$ cat config.mk
export PLATFORM = sky130hd
export DESIGN_NAME = dm_store_arb
export DESIGN_NICKNAME = d
export VERILOG_FILES = /design/src/rtl/dm_store_arb.sv
export SDC_FILE = /design/constraint.sdc
export NUM_CORES = 1
export LEC_CHECK = 0
export BUFFER_PORTS_ARGS = -buffer_cell sky130_fd_sc_hd__buf_2
export CAP_MARGIN = 20
export CORE_MARGIN = 5
export CORE_UTILIZATION = 49
export CTS_BUF_LIST = sky130_fd_sc_hd__clkbuf_2 sky130_fd_sc_hd__clkbuf_4 sky130_fd_sc_hd__clkbuf_8
export CTS_CLUSTER_DIAMETER = 120
export DETAILED_ROUTE_END_ITERATION = 10
export PLACE_DENSITY = 0.82
export SLEW_MARGIN = 10
export SYNTH_ARGS = -nofsm -noshare
export SYNTH_HDL_FRONTEND = slang
export SYNTH_SLANG_ARGS = --single-unit
$ cat constraint.sdc
create_clock -name clk -period 2.67 [get_ports clk]
set_input_delay 0.4005 -clock clk [delete_from_list [all_inputs] [get_ports clk]]
set_output_delay 0.4005 -clock clk [all_outputs]
set_load 0.02 [all_outputs]
$ cat src/rtl/dm_store_arb.sv
// ============================================================================
// Module   : dm_store_arb
// Purpose  : Two-requester store arbiter in front of a single data-memory
//            write port. A round-robin pointer picks between two requesters
//            when both are valid. The winner's sb/sh/sw store is lane-placed
//            into a registered memory write that is held until mem_ready.
//            A wait counter aborts the write after TIMEOUT_CYC cycles.
// Ports    : clk            - clock, rising edge
//            reset          - asynchronous, active-low reset
//            reqN_valid/_ready/_addr/_data/_op (N=0,1) - store requests
//            mem_we/mem_byteen/mem_addr/mem_wdata - registered memory write
//            mem_ready      - memory accepts the write on this edge
//            err            - one-cycle pulse on timeout or rejected request
//            grant_id       - requester owning the current transaction
// Config   : DM_STORE_ARB_ALIGN_CHK_EN - when defined, a misaligned sh or sw
//            is consumed without a write and raises err.
// Revision : 1.0 - initial release
// ============================================================================
`default_nettype none

module dm_store_arb #(
  parameter int TIMEOUT_CYC = 15
) (
  input  logic        clk,
  input  logic        reset,
  input  logic        req0_valid,
  output logic        req0_ready,
  input  logic [31:0] req0_addr,
  input  logic [31:0] req0_data,
  input  logic [2:0]  req0_op,
  input  logic        req1_valid,
  output logic        req1_ready,
  input  logic [31:0] req1_addr,
  input  logic [31:0] req1_data,
  input  logic [2:0]  req1_op,
  output logic        mem_we,
  output logic [3:0]  mem_byteen,
  output logic [31:0] mem_addr,
  output logic [31:0] mem_wdata,
  input  logic        mem_ready,
  output logic        err,
  output logic        grant_id
);

  typedef enum logic [0:0] {
    ST_IDLE = 1'b0,
    ST_BUSY = 1'b1
  } state_t;

  localparam logic [8:0] C_TO_LIMIT = 9'(TIMEOUT_CYC);

  state_t      state_q, state_d;
  logic        rr_q, rr_d;
  logic [7:0]  cnt_q, cnt_d;
  logic        we_q, we_d;
  logic [3:0]  be_q, be_d;
  logic [31:0] wd_q, wd_d;
  logic [31:0] addr_q, addr_d;
  logic        err_q, err_d;
  logic        grant_q, grant_d;

  logic        w_sel;
  logic        w_accept;
  logic [2:0]  w_op;
  logic [31:0] w_addr;
  logic [31:0] w_data;
  logic        w_store;
  logic        w_misalign;
  logic [3:0]  w_be;
  logic [31:0] w_wd;
  logic [8:0]  w_cnt_inc;

  // A lone valid requester wins; on contention the round-robin pointer decides.
  assign w_sel    = (req0_valid && req1_valid) ? rr_q : req1_valid;
  assign w_accept = (state_q == ST_IDLE) && (req0_valid || req1_valid);

  assign req0_ready = (state_q == ST_IDLE) && req0_valid && !w_sel;
  assign req1_ready = (state_q == ST_IDLE) && req1_valid &&  w_sel;

  assign w_op   = w_sel ? req1_op   : req0_op;
  assign w_addr = w_sel ? req1_addr : req0_addr;
  assign w_data = w_sel ? req1_data : req0_data;

  assign w_store   = (w_op == 3'd1) || (w_op == 3'd2) || (w_op == 3'd3);
  assign w_cnt_inc = {1'b0, cnt_q} + 9'd1;

`ifdef DM_STORE_ARB_ALIGN_CHK_EN
  assign w_misalign = ((w_op == 3'd2) && w_addr[0]) ||
                      ((w_op == 3'd3) && (w_addr[1:0] != 2'b00));
`else
  assign w_misalign = 1'b0;
`endif

  // Lane placement of right-aligned store data; unused lanes stay zero.
  always_comb begin
    w_be = 4'b0000;
    w_wd = 32'h0;
    case (w_op)
      3'd1: begin
        w_be = 4'b0001 << w_addr[1:0];
        w_wd = {24'h0, w_data[7:0]} << {w_addr[1:0], 3'b000};
      end
      3'd2: begin
        if (w_addr[1]) begin
          w_be = 4'b1100;
          w_wd = {w_data[15:0], 16'h0};
        end else begin
          w_be = 4'b0011;
          w_wd = {16'h0, w_data[15:0]};
        end
      end
      3'd3: begin
        w_be = 4'b1111;
        w_wd = w_data;
      end
      default: ;
    endcase
  end

  always_comb begin
    state_d = state_q;
    rr_d    = rr_q;
    cnt_d   = cnt_q;
    we_d    = we_q;
    be_d    = be_q;
    wd_d    = wd_q;
    addr_d  = addr_q;
    err_d   = 1'b0;
    grant_d = grant_q;
    case (state_q)
      ST_IDLE: begin
        if (w_accept) begin
          rr_d    = ~w_sel;
          grant_d = w_sel;
          if (w_store && !w_misalign) begin
            state_d = ST_BUSY;
            we_d    = 1'b1;
            be_d    = w_be;
            wd_d    = w_wd;
            addr_d  = w_addr;
            cnt_d   = 8'd0;
          end else begin
            // Non-store ops are silently consumed; misaligned ones flag err.
            err_d = w_misalign;
          end
        end
      end
      ST_BUSY: begin
        // Completion takes priority over a timeout landing on the same edge.
        if (mem_ready) begin
          state_d = ST_IDLE;
          we_d    = 1'b0;
          be_d    = 4'b0000;
          wd_d    = 32'h0;
          cnt_d   = 8'd0;
        end else if (w_cnt_inc >= C_TO_LIMIT) begin
          state_d = ST_IDLE;
          we_d    = 1'b0;
          be_d    = 4'b0000;
          wd_d    = 32'h0;
          cnt_d   = 8'd0;
          err_d   = 1'b1;
        end else begin
          cnt_d = w_cnt_inc[7:0];
        end
      end
      default: state_d = ST_IDLE;
    endcase
  end

  always_ff @(posedge clk or negedge reset) begin
    if (!reset) begin
      state_q <= ST_IDLE;
      rr_q    <= 1'b0;
      cnt_q   <= 8'd0;
      we_q    <= 1'b0;
      be_q    <= 4'b0000;
      wd_q    <= 32'h0;
      addr_q  <= 32'h0;
      err_q   <= 1'b0;
      grant_q <= 1'b0;
    end else begin
      state_q <= state_d;
      rr_q    <= rr_d;
      cnt_q   <= cnt_d;
      we_q    <= we_d;
      be_q    <= be_d;
      wd_q    <= wd_d;
      addr_q  <= addr_d;
      err_q   <= err_d;
      grant_q <= grant_d;
    end
  end

  assign mem_we     = we_q;
  assign mem_byteen = be_q;
  assign mem_wdata  = wd_q;
  assign mem_addr   = addr_q;
  assign err        = err_q;
  assign grant_id   = grant_q;

endmodule

`default_nettype wire

Word-level counts from Yosys, hierarchy flattened
Cells that the tools add are included.
{"block": "totals", "word_cells": 71, "reg_bits": 81, "output_inout_bits": 73, "inputBits": 139}
{"block": "classes", "n_lt_le_gt_ge": 1, "shift": 2, "reduce_logical": 14, "eq_ne": 6, "bitwise": 2, "add_sub_neg": 1, "mux": 36}
{"cell": "2-to-1 mux 32 bit", "n": 7}
{"cell": "one-hot mux 32 bit (3 select lines)", "n": 1}
{"cell": "one-hot mux 32 bit (2 select lines)", "n": 1}
{"cell": "2-to-1 mux 8 bit", "n": 4}
{"cell": "<< shifter 8 x 5 -> 32 bit", "n": 1}
{"cell": "2-to-1 mux 4 bit", "n": 5}
{"cell": "one-hot mux 8 bit (2 select lines)", "n": 1}
{"cell": "one-hot mux 4 bit (3 select lines)", "n": 1}
{"cell": "2-to-1 mux 1 bit", "n": 11}
{"cell": "adder 8 x 1 -> 9 bit (second input constant)", "n": 1}
{"cell": ">= comparator 9 x 4 -> 1 bit (second input constant)", "n": 1}
{"cell": "one-hot mux 4 bit (2 select lines)", "n": 1}
{"cell": "== test 3 x 2 -> 1 bit (second input constant)", "n": 2}
{"cell": "logical AND 1 bit", "n": 6}
{"cell": "one-hot mux 1 bit (2 select lines)", "n": 3}
{"cell": "AND reduction 3 bit", "n": 2}
{"cell": "!= test 2 bit (second input constant)", "n": 2}
{"cell": "AND reduction 2 bit", "n": 2}
{"cell": "<< shifter 1 x 2 -> 4 bit (first input constant)", "n": 1}
{"cell": "== test 3 x 1 -> 1 bit (second input constant)", "n": 1}
{"cell": "logical OR 1 bit", "n": 3}
{"cell": "2-to-1 mux 3 bit", "n": 1}
{"cell": "!= test 3 x 2 -> 1 bit (second input constant)", "n": 1}
{"cell": "inverter 1 bit", "n": 2}
{"cell": "logical NOT 1 bit", "n": 1}

Depth between registers and ports, before layout
{"block": "logic_depth", "depth_word": 9, "ltp_mapped": 9}

Worst setup path after synthesis
No wires, ideal clock.
{"block": "synth_path", "path_kind": "reg2reg", "startpoint": "register cnt_q[0]", "endpoint": "register wd_q[15], in the netlist mem_wdata[15]", "path_buffers": 2, "path_stages_with_launch": 9, "period_less_slack_ns": 1.933, "setup_slack_ns": 0.737, "setup_time_ns": 0.121, "arrival_ns": 1.812, "t_required_ns": 2.549, "cell_sequence": "dfrtp_1 ha_1 xor2_1 o21ai_0 o221a_2 a21o_1 buf_6 buf_6 a22o_1"}
{"block": "synth_via", "elab_chain_cells": 4}
{"element": "start, declared", "line_no": "54", "rtl": "logic [7:0] cnt_q, cnt_d;"}
{"element": "start signal, assigned", "line_no": "185", "rtl": "cnt_q <= cnt_d;"}
{"element": "adder 8 x 1 -> 9 bit", "line_no": "85", "rtl": "assign w_cnt_inc = {1'b0, cnt_q} + 9'd1;"}
{"element": ">= comparator 9 x 4 -> 1 bit", "line_no": "156", "rtl": "end else if (w_cnt_inc >= C_TO_LIMIT) begin"}
{"element": "!= test 3 x 2 -> 1 bit (no source line)"}
{"element": "AND reduction 3 bit (no source line)"}
{"element": "end signal, assigned", "line_no": "188", "rtl": "wd_q <= wd_d;"}
{"element": "end, declared", "line_no": "57", "rtl": "logic [31:0] wd_q, wd_d;"}
No other way between the ends.
A chain may end at the register's enable or synchronous reset.

Final worst setup path
{"block": "layout_path", "startpoint": "register rr_q", "endpoint": "register wd_q[25], in the netlist mem_wdata[25]"}
{"block": "layout_via", "elab_chain_cells": 7}
{"element": "start, declared", "line_no": "53", "rtl": "logic rr_q, rr_d;"}
{"element": "start signal, assigned", "line_no": "184", "rtl": "rr_q <= rr_d;"}
{"element": "2-to-1 mux 1 bit (*)", "line_no": "74", "rtl": "assign w_sel = (req0_valid && req1_valid) ? rr_q : req1_valid;"}
{"element": "2-to-1 mux 32 bit (tied with other cells)", "line_no": "82", "rtl": "assign w_data = w_sel ? req1_data : req0_data;"}
{"element": "<< shifter 8 x 5 -> 32 bit (tied with other cells)", "line_no": "101", "rtl": "w_wd = {24'h0, w_data[7:0]} << {w_addr[1:0], 3'b000};"}
{"element": "one-hot mux 32 bit (3 select lines) or logical OR 1 bit (tied branches)", "line_no": "98, 84"}
{"element": "2-to-1 mux 32 bit or logical OR 1 bit (tied branches)", "line_no": "135, 84"}
{"element": "2-to-1 mux 32 bit or != test 2 bit (tied branches)"}
{"element": "one-hot mux 32 bit (2 select lines) or AND reduction 3 bit (tied branches)"}
Mark *: on every way between the ends. The rest lies on a longest branch, timed or not. The select of a mux whose other input is x is not followed.

==> out/qor.txt <==
Skew final: 15.2 ps
Final setup TNS: 0 ps
Routability Congestion: 0.939
CP max FO: 28
Max IR drop VDD: 0.000346 V
Crit path kind: reg -> reg
Final Critical Period: 2330 ps
Worst Path Arrival: 2630 ps
# fillers: 810
Clk pin slew, worst setup/hold paths: 100 ps
IO Pins: 212
Initial antenna violation count: 0
Dpl hpwl: 12.6 mm
DR vias: 5060
Final Max Slew Viols: 0
Main synth FF type: dfrtp_1
Maxcap violations: 0
Hold_ws: 55.6 ps
Worst hold path type: in -> async
Area of the multi-input gates: 0.00234 mm2
Sequential share of the synthesized area: 43.8%
Final ANT Viol Nets: 0
Initial core utilization: 50.1%
Global-route wire length before repair: 25.3 mm
GRT Overall Usage: 28.1%
Clock Tree Buf Depth: 2
Clock H-tree levels: 3
Biggest area consumer among synthesized cells: dfrtp_1
Total Wirelength: 16.4 mm
Final Hold Vio Count: 0
Hold-fix buffers at CTS: 0
Cell row count: 35
Final setup fails: 0
Fin crit share: 87.2%
N_diodes: 0
Clk Latency, worst-skew pair: 360 ps
Register area: 0.00203 mm2
Relative slew slack: 41.4%
Die W: 107 um
Leak: 2.91 nW
Synth Cell Area: 0.00463 mm2
IO Port Bufs: 211
Layout cells sized above 1: 35.4%
Drt drc: 0
Number of synthesized flops with an enable pin: 0
Post-synth ARST share: 100%
Avg Cell Area, Syn: 8.89 um2
Clk root buf: clkbuf_8
Synth unique cells: 61
CP startpoint kind: flip-flop
FF-to-FF setup slack: 340 ps
Grt ovf: 0
Vias/cell: 5.92
Iteration-0 DRC Markers: 411
Worst path required time: 2970 ps
Syn Inst Count: 521
PwrDens: 815 mW/mm2
Final #Nets: 862
Top Metal Used: met4
Routed length per instance: 19.2 um
Crit Reg-Reg Startpoint: rr_q
Num CTS Buffers: 9
Crit end category: flip-flop
Post-synth top area share: 43.8%
CTS tree: done
Die Ht: 107 um
Flops & latches, synth: 81
Post-CTS setup buffer count: 0
DR WL met2: 7.72 mm
P&R area growth vs syn: 30.0%
DRT Pass-1 Iters: 5
Top post-synthesis cells by area: dfrtp_1 44%, nand2_1 7.9%, a31oi_1 4.5%
Slew @ Worst Pin: 879 ps
R2R depth: 6
Met3 WL: 1.74 mm
Largest net degree at the start of global routing: 52
Unrepaired setup endpoints after global routing: false
R2r endpoint: mem_wdata[25]
Core area: 0.00924 mm2
CTS sink count: 81
Synth warnings: 0
Fmax: 429 MHz
Die Area: 0.0115 mm2
Vias in the first global route: 4982
Met1 wire length: 6.50 mm
Net count after synthesis: 662
Status: finished clean
CTS resizes: 0
==> power by group <==
part | switching [mW] | internal [mW]
clock network | 0.501 | 0.375
logic | 1.40 | 0.773
registers | 0.249 | 1.61
==> worst max-delay path by stage <==
stage | startpoint | endpoint | slack, ps | cells past startpoint
2_1_floorplan | cnt_q[0] | mem_wdata[15] | 740 | 8
3_5_place_dp | req1_valid | mem_wdata[25] | 280 | 7
3_3_place_gp | req1_valid | mem_wdata[24] | 410 | 7
4_1_cts | rr_q | mem_wdata[24] | 350 | 6
6_report | rr_q | mem_wdata[25] | 340 | 6
5_1_grt | rr_q | mem_wdata[24] | 180 | 6
==> layer usage <==
metal / global-route usage [%] / up-vias
li1: - / 2321
met1: 37.2 / 2395
met2: 44.5 / 311
met3: 5.78 / 33
met4: 12.3 / 0
met5: 0 / -
==> cell usage in the layout, fill, tap and decap left out, types with 4 or more instances in the layout <==
master,netlist,layout
a21oi_1,23,23
a221o_1,7,7
a22o_1,17,17
a2bb2o_1,7,7
a31oi_1,33,33
a32o_1,7,7
a32oi_1,9,9
and2_1,4,4
buf_2,17,210
buf_4,4,19
clkbuf_8,0,10
dfrtp_1,81,81
inv_1,16,16
mux2i_1,8,8
nand2_1,98,98
nand2b_1,5,5
nand3_1,18,18
nand4_1,9,9
nor2_1,40,39
nor2b_1,7,7
nor3_1,5,5
o21ai_0,14,14
o221ai_1,8,8
o2bb2ai_1,18,18
==> cell type report <==
| type | instances | share of cell area, % |
|---|---|---|
| Clock buffer | 10 | 2.29 |
| Clock inverter | 6 | 0.852 |
| Inverter | 17 | 1.06 |
| Multi-Input combinational cell | 381 | 39.0 |
| Sequential cell | 81 | 33.7 |
| Tap cell | 129 | 2.68 |
| Timing Repair Buffer | 231 | 20.5 |
==> stage by stage <==
stage	cells	instance area, um2	total power [mW]	setup WS (ps)	util [%]
global route	855	6020	5.19	184	65.1
floorplan	521	4630	3.21	737	-
detailed placement	839	5830	4.05	280	63.1
finish	855	6020	4.91	341	65.1
global placement	839	5830	3.97	407	63.1
CTS	855	6020	4.91	351	65.1
==> worst max-delay path, stage by stage, from the launching register on <==
cell,delay (ps)
dfrtp_1,430
nand2b_2,320
a211oi_1,580
o31a_1,420
a21o_1,170
buf_12,190
a221o_1,160
==> flip-flops by register name, indices dropped and copies added, names as in the netlist, 4 cells and up <==
register / flops
cnt_q: 8
mem_addr: 32
mem_byteen: 4
mem_wdata: 32
==> synthesized netlist by cell type, types with 4 or more instances <==
master     count
buf_4          4
and2_1         4
clkbuf_1      16
a221o_1        7
nor3_1         5
o2bb2ai_1     18
nand4_1        9
nand2_1       98
a32o_1         7
a32oi_1        9
o21ai_0       14
o221ai_1       8
nor2b_1        7
a2bb2o_1       7
nor2_1        40
nand2b_1       5
buf_2         17
dfrtp_1       81
mux2i_1        8
a21oi_1       23
nand3_1       18
a31oi_1       33
inv_1         16
a22o_1        17
==> cell families after synthesis <==
group                    after synthesis  synth area share (%)
flip-flops                            81                  43.8
multiplexers                           8                  1.73
adder cells (fa/ha/maj)                2                 0.540
AND/OR/NAND/NOR                      202                  20.3
AO/OA/AOI/OAI                        166                  27.1
XOR/XNOR                               3                 0.567
buffers and inverters                 59                  6.05
Power figures use the tool's default switching activity.
